===== config.mk =====
export PLATFORM = sky130hd
export DESIGN_NAME = uart_tx_arbiter
export DESIGN_NICKNAME = d
export VERILOG_FILES = /design/src/rtl/uart_pkg.sv /design/src/rtl/uart_rr_picker.sv /design/src/rtl/uart_tx_arbiter.sv
export SDC_FILE = /design/constraint.sdc
export NUM_CORES = 1
export LEC_CHECK = 0
export CAP_MARGIN = 0
export CORE_MARGIN = 2
export CORE_UTILIZATION = 38
export DETAILED_ROUTE_END_ITERATION = 8
export PLACE_DENSITY_LB_ADDON = 0.1
export SLEW_MARGIN = 25
export SYNTH_ARGS = -nofsm -noshare
export SYNTH_HDL_FRONTEND = slang
export SYNTH_SLANG_ARGS = --single-unit

===== constraint.sdc =====
create_clock -name clk -period 2.5 [get_ports clk]
set_input_delay 0.625 -clock clk [delete_from_list [all_inputs] [get_ports clk]]
set_output_delay 0.625 -clock clk [all_outputs]
set_load 0.1 [all_outputs]

===== src/rtl/uart_pkg.sv =====
// Shared UART block types and defaults.
// Holds the arbiter state encoding and index-width helper.
package uart_pkg;

  typedef enum logic [1:0] {
    ARB_IDLE  = 2'd0,
    ARB_START = 2'd1,
    ARB_WAIT  = 2'd2
  } arb_state_e;

  localparam int N_REQ_DEF   = 4;
  localparam int DBITS_DEF   = 8;
  localparam int TIMEOUT_DEF = 4096;

  function automatic int idx_w(input int n);
    return (n < 2) ? 1 : $clog2(n);
  endfunction

  localparam int IDX_W_DEF = idx_w(N_REQ_DEF);

endpackage


===== src/rtl/uart_rr_picker.sv =====
// Combinational round-robin pick: first set valid
// bit scanning upward from ptr+1, wrapping.
module uart_rr_picker
  import uart_pkg::*;
#(
  parameter int N  = N_REQ_DEF,
  parameter int IW = idx_w(N)
) (
  input  logic [N-1:0]  valid_i,
  input  logic [IW-1:0] ptr_i,
  output logic [IW-1:0] idx_o,
  output logic          any_o
);

  logic [IW-1:0] cand;
  logic          found;

  // walk the ring once starting after ptr; keep the first hit
  always_comb begin
    found = 1'b0;
    cand  = '0;
    idx_o = '0;
    for (int k = 1; k <= N; k++) begin
      cand = IW'((int'(ptr_i) + k) % N);
      if (!found && valid_i[cand]) begin
        found = 1'b1;
        idx_o = cand;
      end
    end
  end

  assign any_o = |valid_i;

endmodule


===== src/rtl/uart_tx_arbiter.sv =====
// Round-robin arbiter sharing one UART transmitter.
// Optional transmitter watchdog: UART_ARB_TIMEOUT_EN.
module uart_tx_arbiter
  import uart_pkg::*;
#(
  parameter int N_REQ       = N_REQ_DEF,
  parameter int DBITS       = DBITS_DEF,
  parameter int TIMEOUT_CYC = TIMEOUT_DEF
) (
  input  logic                     clk,
  input  logic                     rst,
  input  logic [N_REQ-1:0]         req_valid,
  input  logic [N_REQ*DBITS-1:0]   req_data,
  output logic [N_REQ-1:0]         req_ready,
  output logic                     tx_start,
  output logic [DBITS-1:0]         tx_data,
  input  logic                     tx_done_tick,
  output logic                     busy,
  output logic [idx_w(N_REQ)-1:0]  grant_id,
  output logic                     timeout_err
);

  localparam int IW = idx_w(N_REQ);

  if (N_REQ < 2 || TIMEOUT_CYC < 2) begin : g_bad_cfg
    $error("uart_tx_arbiter: N_REQ and TIMEOUT_CYC must be >= 2");
  end

  arb_state_e       state_q, state_d;
  logic [IW-1:0]    ptr_q, ptr_d;
  logic [IW-1:0]    gnt_q, gnt_d;
  logic [DBITS-1:0] data_q, data_d;
  logic [IW-1:0]    win;
  logic             any_v;
  logic             tout_w;

  uart_rr_picker #(
    .N  (N_REQ),
    .IW (IW)
  ) u_pick (
    .valid_i (req_valid),
    .ptr_i   (ptr_q),
    .idx_o   (win),
    .any_o   (any_v)
  );

`ifdef UART_ARB_TIMEOUT_EN
  localparam int            CW       = idx_w(TIMEOUT_CYC);
  localparam logic [CW-1:0] CNT_LAST = CW'(TIMEOUT_CYC - 1);

  logic [CW-1:0] cnt_q, cnt_d;
  logic          err_q;

  // wait counter: cleared entering WAIT, saturates at last
  always_comb begin
    cnt_d = cnt_q;
    if (state_q == ARB_START) begin
      cnt_d = '0;
    end else if (state_q == ARB_WAIT && cnt_q != CNT_LAST) begin
      cnt_d = cnt_q + 1'b1;
    end
  end

  assign tout_w = (state_q == ARB_WAIT) && !tx_done_tick
                  && (cnt_d == CNT_LAST);

  // watchdog registers; error pulse follows the bail-out edge
  always_ff @(posedge clk or negedge rst) begin
    if (!rst) begin
      cnt_q <= '0;
      err_q <= 1'b0;
    end else begin
      cnt_q <= cnt_d;
      err_q <= tout_w;
    end
  end

  assign timeout_err = err_q;
`else
  assign tout_w      = 1'b0;
  assign timeout_err = 1'b0;
`endif

  // next state: capture winner in IDLE, release on done/timeout
  always_comb begin
    state_d = state_q;
    ptr_d   = ptr_q;
    gnt_d   = gnt_q;
    data_d  = data_q;
    unique case (state_q)
      ARB_IDLE: begin
        if (any_v) begin
          gnt_d   = win;
          data_d  = req_data[win*DBITS +: DBITS];
          state_d = ARB_START;
        end
      end
      ARB_START: state_d = ARB_WAIT;
      ARB_WAIT: begin
        if (tx_done_tick || tout_w) begin
          ptr_d   = gnt_q;
          state_d = ARB_IDLE;
        end
      end
      default: state_d = ARB_IDLE;
    endcase
  end

  // state, pointer, grant and byte registers
  always_ff @(posedge clk or negedge rst) begin
    if (!rst) begin
      state_q <= ARB_IDLE;
      ptr_q   <= IW'(N_REQ - 1);
      gnt_q   <= '0;
      data_q  <= '0;
    end else begin
      state_q <= state_d;
      ptr_q   <= ptr_d;
      gnt_q   <= gnt_d;
      data_q  <= data_d;
    end
  end

  // one-hot acceptance decoded from START
  always_comb begin
    req_ready = '0;
    if (state_q == ARB_START) req_ready[gnt_q] = 1'b1;
  end

  assign tx_start = (state_q == ARB_START);
  assign busy     = (state_q != ARB_IDLE);
  assign tx_data  = data_q;
  assign grant_id = gnt_q;

endmodule


==> results of run 1 <==
[per-stage QoR]
step / setup TNS [ns] / cells
detailed placement: 0 / 170
floorplan: -0.847 / 87
CTS: 0 / 174
global placement: 0 / 170
global route: 0 / 174
finish: 0 / 174
[state kept, by name, indices dropped and copies added, names as in the netlist]
register,count
grant_id,2
ptr_q,2
state_q,2
tx_data,8
[routing by layer]
layer	wire (µm)	global-route usage, %	vias up
li1	-	-	431
met1	987	21.4	427
met2	1300	32.9	28
met3	116	2.87	2
met4	13	6.58	0
met5	0	0	-
[power by group]
| group | internal (µW) | switching [µW] |
|---|---|---|
| sequential | 353 | 106 |
| combinational | 476 | 1170 |
| clock | 61.8 | 76.3 |
[final cells by class]
class                           count  area, µm²  share of cell area [%]
Clock buffer                        4       26.3                    1.78
Inverter                            3       11.3                   0.762
Multi-Input combinational cell     65        469                    31.8
Sequential cell                    14        353                    23.9
Tap cell                           28       35.0                    2.37
Timing Repair Buffer               60        583                    39.5
[placed cells by master, fill, tap and decap left out, drive strengths merged]
cell type | netlist | layout
clkdlybuf4s50 | 0 | 38
buf | 4 | 22
mux2i | 17 | 17
nand2 | 16 | 16
dfrtp | 12 | 12
o221ai | 9 | 9
nand2b | 4 | 4
clkbuf | 1 | 4
inv | 3 | 3
nor2 | 3 | 3
or2 | 3 | 3
mux2 | 2 | 2
a21oi | 2 | 2
dfstp | 2 | 2
nor3 | 1 | 1
and3 | 1 | 1
nand3b | 1 | 1
nor4 | 1 | 1
nor2b | 1 | 1
a31o | 1 | 1
o22ai | 1 | 1
o21ai | 1 | 1
conb | 1 | 1
[worst min-delay path, stage by stage (launching register included)]
cell	delay [ns]
dfrtp_1	0.36
nand2_1	0.05
o221ai_1	0.06
[kinds of logic (layout without fill, tap and decap cells)]
family | Yosys count | count (layout) | share of synthesized area (%)
flops | 14 | 14 | 40.6
compound gates | 14 | 14 | 13.2
other cells | 1 | 1 | 0.431
buf+inv | 8 | 67 | 6.76
mux | 19 | 19 | 22.2
simple gates | 31 | 31 | 16.8
[path summary, 6_finish.rpt]
path	start	endpoint	slack [ns]	cells past startpoint
worst max-delay path	req_valid[3]	tx_data[5]$_DFFE_PN0P_	0.39	7
worst min-delay path	tx_data[5]$_DFFE_PN0P_	tx_data[5]$_DFFE_PN0P_	0.50	2
worst max register to register	ptr_q[1]$_DFFE_PN1P_	tx_data[5]$_DFFE_PN0P_	0.79	6
worst min register to register	tx_data[5]$_DFFE_PN0P_	tx_data[5]$_DFFE_PN0P_	0.50	2
max in group asynchronous	rst	state_q[1]$_DFFE_PN0P_	1.35	1
min in group asynchronous	rst	tx_data[6]$_DFFE_PN0P_	0.73	1
==> results.md, run 1 <==
- Worst slack, placed: 0.0890 ns
- Crit path DAT: 2.26 ns
- Longest Clk Path Bufs: 2
- Min Tclk post-route: 2.11 ns
- Type of origin of the critical path: input port
- Ys async rst share: 100%
- LEAKAGE: 0.000685 µW
- Critical path cell sequence: clkdlybuf4s50_1, nor2b_1, a21oi_1, o221ai_2, buf_4, mux2i_1, o221ai_1
- Register area share after synthesis: 40.6%
- Critical Path Fanout Max: 10
- Fin. Hold Viols: 0
- Clock slew at reported path FFs: 0.09 ns
- Max transition margin: 57.0%
- Layout cells sized above 1: 24.0%
- Die Width: 51.8 µm
- Status: finished, final reports clean
- Drt pass-1 iters: 4
- Vias in the first global route: 856
- Least-Margin Pin Slew: 0.642 ns
- Min Hold Slack: 0.501 ns
- YS warnings: 0
- DRC viols: 0
- Io pins: 56
- Total Routing Usage GR: 18.2%
- Slowest-stage cell, CP: clkdlybuf4s50_1
- Core region area: 2190 µm²
- Synth Instances: 87
- RSZ-0062 raised after global routing: no
- CP bufs+invs: 2
- CP Data Required Time: 2.66 ns
- Endpoints failing setup: 0
- Post-CTS Setup Inserts: 0
- Crit path max-delay family: buffers and inverters
- Synth area leader: dfrtp_1
- Max stage delay on crit path: 0.55 ns
- Maximum vdd drop: 0.00144 V
- Clk_lat worst skew: 0.28 ns
- Number of clock sinks: 14
- Crit end category: flip-flop
- Routed wire per std cell: 13.9 µm
- P&R area growth vs syn: 69.9%
- Setup ws final: 0.393 ns
- WS Path Type: input port to flip-flop
- Synthesized area per cell: 10.0 µm²
- Finished Core Util: 67.4%
- Final GP Congestion: 0.699
- Largest net degree at the start of global routing: 15
- Diodes inserted: 0
- IO buf count: 54
- Hpwl dp: 1960 µm
- Fin nets: 186
- # Max-Cap Violations: 0
- Max Clock Freq: 475 MHz
- First-pass GRT wire length: 3570 µm
- Grt total ovfl: 0
- CTS tree: built
- Commonest cells in the netlist: mux2i_1, nand2_1, dfrtp_1
- Post-CTS Resized: 0
- Mapped Area: 870 µm²
- Drt total wl: 2420 µm
- Synthesized flop and latch total: 14
- CTS hold repair buffers: 0
- Initial Utilization: 39.7%
- H-tree depth: 1
- HP Class: flip-flop to flip-flop
- Vias per inst: 5.10
- DIE AREA: 2690 µm²
- Detail Route Antenna Nets: 0
- Most common cell in the netlist: mux2i_1
- Synth top area share: 34.5%
- Die H: 51.8 µm
- Total power: 2240 µW
- Power per cell area: 1520 nW/µm²
- Tcrit/Tclk final: 84.3%
- Antenna violations before repair: 0
- Vias post-DR: 888
- Max Slew Vio Count: 0
- Row cnt: 17
- Filler cell count: 198
- Clock Skew: 0.00853 ns
- Net Count, Synth: 126
- Placed Area: 1450 µm²
- Area contributors post-synth: dfrtp_1, mux2i_1, o221ai_1, nand2_1, dfstp_2
- Post-route design area: 1480 µm²
- Number of flops mapped to enable cells by yosys: 0
- Main synth FF type: dfrtp_1
- Post-synthesis cell type count: 27
- Total CTS buffers: 3
- Initial DRC Count: 5
- Clk Tree Root Cell: clkbuf_4
Power figures use the tool's default switching activity.
==> run 2: changes to the inputs <==
--- a/config.mk
+++ b/config.mk
@@ -7,7 +7,7 @@
 export LEC_CHECK = 0
 export CAP_MARGIN = 0
 export CORE_MARGIN = 2
-export CORE_UTILIZATION = 38
+export CORE_UTILIZATION = 36
 export DETAILED_ROUTE_END_ITERATION = 8
 export PLACE_DENSITY_LB_ADDON = 0.1
 export SLEW_MARGIN = 25
==> constraint.sdc (replaced) <==
create_clock -name clk -period 2 [get_ports clk]
set_input_delay 0.5 -clock clk [delete_from_list [all_inputs] [get_ports clk]]
set_output_delay 0.5 -clock clk [all_outputs]
set_load 0.1 [all_outputs]
==> run 2 against run 1 <==
Critical path depth decreased by 2. Sequential cell count unchanged. Clock-buffer cell count unchanged. Design area increased by 21%. First-iteration DRC count increased to 4.4 times the previous value. Die area increased by 5.1%. Cell count increased by 4.0%. Total power increased by 54%. Highest routed layer unchanged. Clock skew decreased by 0.0075 ns. Non-clock buffer count increased by 7. Sequential share of layout area decreased by 4.0 points. Combinational power increased by 59%.
==> results.md, run 2 (same netlist as run 1, synthesis figures left out) <==
- Status: finished, final reports clean
- Vias per inst: 5.13
- CTS hold repair buffers: 0
- Diodes inserted: 0
- WS Path Type: flip-flop to output port
- Drt pass-1 iters: 4
- RSZ-0062 raised after global routing: no
- Clock Skew: 0.000990 ns
- Clock slew at reported path FFs: 0.09 ns
- Total CTS buffers: 3
- HP Class: flip-flop to flip-flop
- Crit end category: output port
- Critical Path Fanout Max: 4
- Min Tclk post-route: 1.90 ns
- Tcrit/Tclk final: 94.8%
- R2r startpoint: ptr_q[1]$_DFFE_PN1P_
- DIE AREA: 2820 µm²
- DRC viols: 0
- Core region area: 2250 µm²
- CP Data Required Time: 1.50 ns
- Initial Utilization: 38.6%
- R2r setup slk: 0.19 ns
- Row cnt: 17
- Least-Margin Pin Slew: 0.662 ns
- Final GP Congestion: 0.692
- H-tree depth: 1
- Comb power frac: 75.1%
- Die Width: 53.1 µm
- P&R area growth vs syn: 105%
- IO buf count: 54
- Maximum vdd drop: 0.00122 V
- Internal Power: 1600 µW
- Drt total wl: 2590 µm
- Longest Clk Path Bufs: 2
- Max Clock Freq: 527 MHz
- Clock power frac: 5.9%
- Non-Filler Instances: 181
- Routed wire per std cell: 14.3 µm
- Grt total ovfl: 0
- Layout cells sized above 1: 32.7%
- Endpoints failing setup: 0
- Number of clock sinks: 14
- R2R depth: 6
- Clk_lat worst skew: 0.28 ns
- Hpwl dp: 2040 µm
- Io pins: 56
- Most frequent cells in the layout: clkdlybuf4s50_1, mux2i_1, buf_12
- Crit path DAT: 1.40 ns
- Detail Route Antenna Nets: 0
- Vias post-DR: 928
- # Max-Cap Violations: 0
- Placed Instances: 176
- Largest net degree at the start of global routing: 18
- Fin nets: 193
- P_sw: 1860 µW
- Min Hold Slack: 0.560 ns
- Worst r2r dst: tx_data[5]$_DFFE_PN0P_
- Power per cell area: 1940 nW/µm²
- Seq pwr share: 19.0%
- First-pass GRT wire length: 4180 µm
- Commonest non-fill, non-tap cell in the layout: clkdlybuf4s50_1
- Clk Tree Root Cell: clkbuf_4
- Initial DRC Count: 22
- Critical path destination: req_ready[1]
- Max transition margin: 55.8%
- Antenna violations before repair: 0
- Filler cell count: 155
- Total Routing Usage GR: 20.5%
- Worst Setup SP: state_q[1]$_DFFE_PN0P_
- Max Slew Vio Count: 0
- LEAKAGE: 0.000807 µW
- Die H: 53.1 µm
- Sw Ratio: 53.7%
- Max reg flops: 8
- Vias in the first global route: 991
- Type of origin of the critical path: flip-flop
- Fin. Hold Viols: 0
- CTS tree: built
-- run 2: area by class of cell --
class,instances,area (µm²),share of cell area (%)
flip-flops and latches,14,355,19.9
repair buffers,67,833,46.7
well taps,28,35.0,1.96
inverters,3,15.0,0.842
multi-input cells,65,509,28.5
clock buffers,4,36.3,2.03
-- run 2: layer usage --
metal	vias up	part of all wire (%)	track usage, %
met3	6	6.0	4.52
li1	446	-	-
met4	0	1.2	10.3
met5	-	0	0
met1	438	38	21.6
met2	38	55	37.9
-- run 2: power groups by stage --
stage | Sequential, µW | Clock [µW] | Combinational [µW]
floorplan | 1290 | 0 | 920
global placement | 651 | 0 | 2500
detailed placement | 657 | 0 | 2550
CTS | 659 | 209 | 2560
global route | 680 | 222 | 2710
finish | 658 | 204 | 2600
-- run 2: how the worst min path moves through the flow --
| stage | from | slack [ns] | to | cells after the start |
|---|---|---|---|---|
| after floorplan | rst | 0.20 | grant_id[0]$_DFFE_PN0P_ | 0 |
| after global placement | tx_data[4]$_DFFE_PN0P_ | 0.53 | tx_data[4]$_DFFE_PN0P_ | 2 |
| after detailed placement | tx_data[1]$_DFFE_PN0P_ | 0.54 | tx_data[1]$_DFFE_PN0P_ | 2 |
| after CTS | tx_data[4]$_DFFE_PN0P_ | 0.56 | tx_data[4]$_DFFE_PN0P_ | 2 |
| after global routing | tx_data[5]$_DFFE_PN0P_ | 0.59 | tx_data[5]$_DFFE_PN0P_ | 2 |
| final | tx_data[4]$_DFFE_PN0P_ | 0.56 | tx_data[4]$_DFFE_PN0P_ | 2 |
-- run 2: worst max-delay path: stages, from the launching register on --
cell and delay, ns:
dfrtp_1 0.42, nand2b_4 0.18, clkinvlp_4 0.13, nand2_2 0.08, nor2_4 0.13, buf_12 0.18
-- run 2: per-stage QoR --
stage                     setup WS (ns)  setup TNS (ns)  cell area (µm²)  utilization, %  power, µW
after global routing             0.0358               0             1780            79.1       3610
after CTS                        0.0936               0             1750            77.5       3420
after floorplan                 -0.0334          -0.121              920               -       2210
final                             0.104               0             1780            79.1       3460
after global placement           -0.115          -0.877             1710            75.9       3160
after detailed placement         -0.214           -1.56             1710            75.9       3210
-- run 2: timing repair --
| action | 4_1_cts | 5_1_grt |
|---|---|---|
| setup endpoints to repair | 0 | 4 |
| buffers inserted | 0 | 0 |
| resized for setup | 0 | 4 |
==> run 3: changes to the inputs <==
--- a/config.mk
+++ b/config.mk
@@ -9,6 +9,7 @@
 export CORE_MARGIN = 2
 export CORE_UTILIZATION = 36
 export DETAILED_ROUTE_END_ITERATION = 8
+export GPL_TIMING_DRIVEN = 0
 export PLACE_DENSITY_LB_ADDON = 0.1
 export SLEW_MARGIN = 25
 export SYNTH_ARGS = -nofsm -noshare
==> run 3 against run 2 <==
Clock-buffer cell count stayed put. Worst setup slack worse by 0.060 ns. Sequential cell count stayed put. Non-clock buffer count is 6 lower. Critical path depth is 4 lower. Largest cell class unchanged.
==> results.md, run 3 (same netlist as run 1, synthesis figures left out) <==
- CP Data Required Time: 1.50 ns
- Diodes inserted: 0
- Drt pass-1 iters: 4
- CTS hold repair buffers: 0
- IO buf count: 54
- R2r setup slk: 0.24 ns
- Max Slew Vio Count: 0
- Min Tclk post-route: 1.96 ns
- Longest Clk Path Bufs: 2
- Hold path start: tx_data[2]$_DFFE_PN0P_
- # Max-Cap Violations: 0
- Total CTS buffers: 3
- Status: finished, final reports clean
- Initial Utilization: 38.6%
- Min Hold Slack: 0.498 ns
- Row cnt: 17
- Max transition margin: 37.2%
- P&R area growth vs syn: 71.7%
- Least-Margin Pin Slew: 0.946 ns
- CP bufs+invs: 1
- Final GP Congestion: 0.740
- RSZ-0062 raised after global routing: no
- Clk_lat worst skew: 0.27 ns
- WHS Path Cells: 2
- R2R depth: 7
- Max stage delay on crit path: 0.82 ns
- H-tree depth: 1
- Drt total wl: 2340 µm
- Type of origin of the critical path: flip-flop
- Crit end category: output port
- Vias post-DR: 876
- Vias per inst: 5.01
- HP Class: flip-flop to flip-flop
- Worst r2r dst: tx_data[1]$_DFFE_PN0P_
- Layout cells sized above 1: 27.9%
- Antenna violations before repair: 0
- Critical Path Fanout Max: 2
- Slowest-stage cell, CP: clkdlybuf4s15_1
- Core region area: 2250 µm²
- DRC viols: 0
- Met1 Track Usage GR: 21.1%
- GRT busiest layer: met2
- Endpoints failing setup: 0
- Clock Skew: 0.00370 ns
- Vias in the first global route: 916
- Hold Path End: tx_data[2]$_DFFE_PN0P_
- M3 GR Usage: 4.52%
- Clock slew at reported path FFs: 0.08 ns
- DIE AREA: 2820 µm²
- Met2 Resource Use GR: 36.0%
- WS Path Type: flip-flop to output port
- R2r startpoint: ptr_q[1]$_DFFE_PN1P_
- Max reg flops: 8
- Number of clock sinks: 14
- Routed wire per std cell: 13.4 µm
- Hpwl dp: 1870 µm
- Crit path DAT: 1.46 ns
- Fin nets: 187
- Die Width: 53.1 µm
- Detail Route Antenna Nets: 0
- CTS tree: built
- Total Routing Usage GR: 19.1%
- Initial DRC Count: 5
- Max Clock Freq: 511 MHz
- Tcrit/Tclk final: 97.8%
- Critical path cell sequence: clkdlybuf4s15_1
- Commonest non-fill, non-tap cell in the layout: clkdlybuf4s50_1
- Clk Tree Root Cell: clkbuf_4
- Grt total ovfl: 0
- Largest net degree at the start of global routing: 15
- Crit path max-delay family: buffers and inverters
- First-pass GRT wire length: 3910 µm
- Die H: 53.1 µm
- Fin. Hold Viols: 0
- Io pins: 56
- Most frequent cells in the layout: clkdlybuf4s50_1, mux2i_1, nand2_1
## run 3: cell types whose count changed in the layout (fill, tap and decap cells not counted), sizes merged
| cell | previous run | this run |
|---|---|---|
| buf | 28 | 11 |
| clkbuf | 5 | 12 |
| clkdlybuf4s15 | 0 | 4 |
| clkdlybuf4s50 | 36 | 37 |
| dlymetal6s2s | 2 | 1 |
## run 3: how the worst max path moves through the flow
stage	start	endpoint	slack, ns	cells past startpoint
4_1_cts	tx_data[5]$_DFFE_PN0P_	tx_data[5]	0.0003	1
3_5_place_dp	state_q[1]$_DFFE_PN0P_	req_ready[3]	-0.46	4
6_report	tx_data[6]$_DFFE_PN0P_	tx_data[6]	0.04	1
3_3_place_gp	state_q[1]$_DFFE_PN0P_	req_ready[3]	-0.43	4
2_1_floorplan	state_q[1]$_DFFE_PN0P_	req_ready[2]	-0.03	4
5_1_grt	tx_data[6]$_DFFE_PN0P_	tx_data[6]	0.003	1
## run 3: layout make-up
| cell class | count | area [µm²] |
|---|---|---|
| plain buffers | 5 | 47.5 |
| clock buffers | 4 | 26.3 |
| fillers | 193 | 762 |
| inverters | 3 | 15.0 |
| multi-input cells | 65 | 504 |
| flip-flops and latches | 14 | 355 |
| well taps | 28 | 35.0 |
| repair buffers | 56 | 509 |
## run 3: through the flow
step                cells  utilization [%]  setup TNS, ns  cell area, µm²  setup slack [ns]
global route          175             66.2              0            1490           0.00348
finish                175             66.2              0            1490            0.0432
floorplan              87                -         -0.121             920           -0.0334
CTS                   175             67.3              0            1520          0.000282
global placement      169             66.3          -4.39            1500            -0.432
detailed placement    169             66.3          -5.10            1500            -0.456
## run 3: repair_timing
action                     CTS  global route
resized for setup           47            15
setup buffers                2             0
setup endpoints to repair   24            16
## run 3: metal layers
layer / vias to the layer above / routed length (µm)
li1: 434 / -
met5: - / 0
met3: 2 / 146
met4: 0 / 10
met1: 405 / 937
met2: 35 / 1250
Power of run 3 is not shown: default switching activity piles up to over one toggle a cycle in this logic, so the estimate is an artifact.
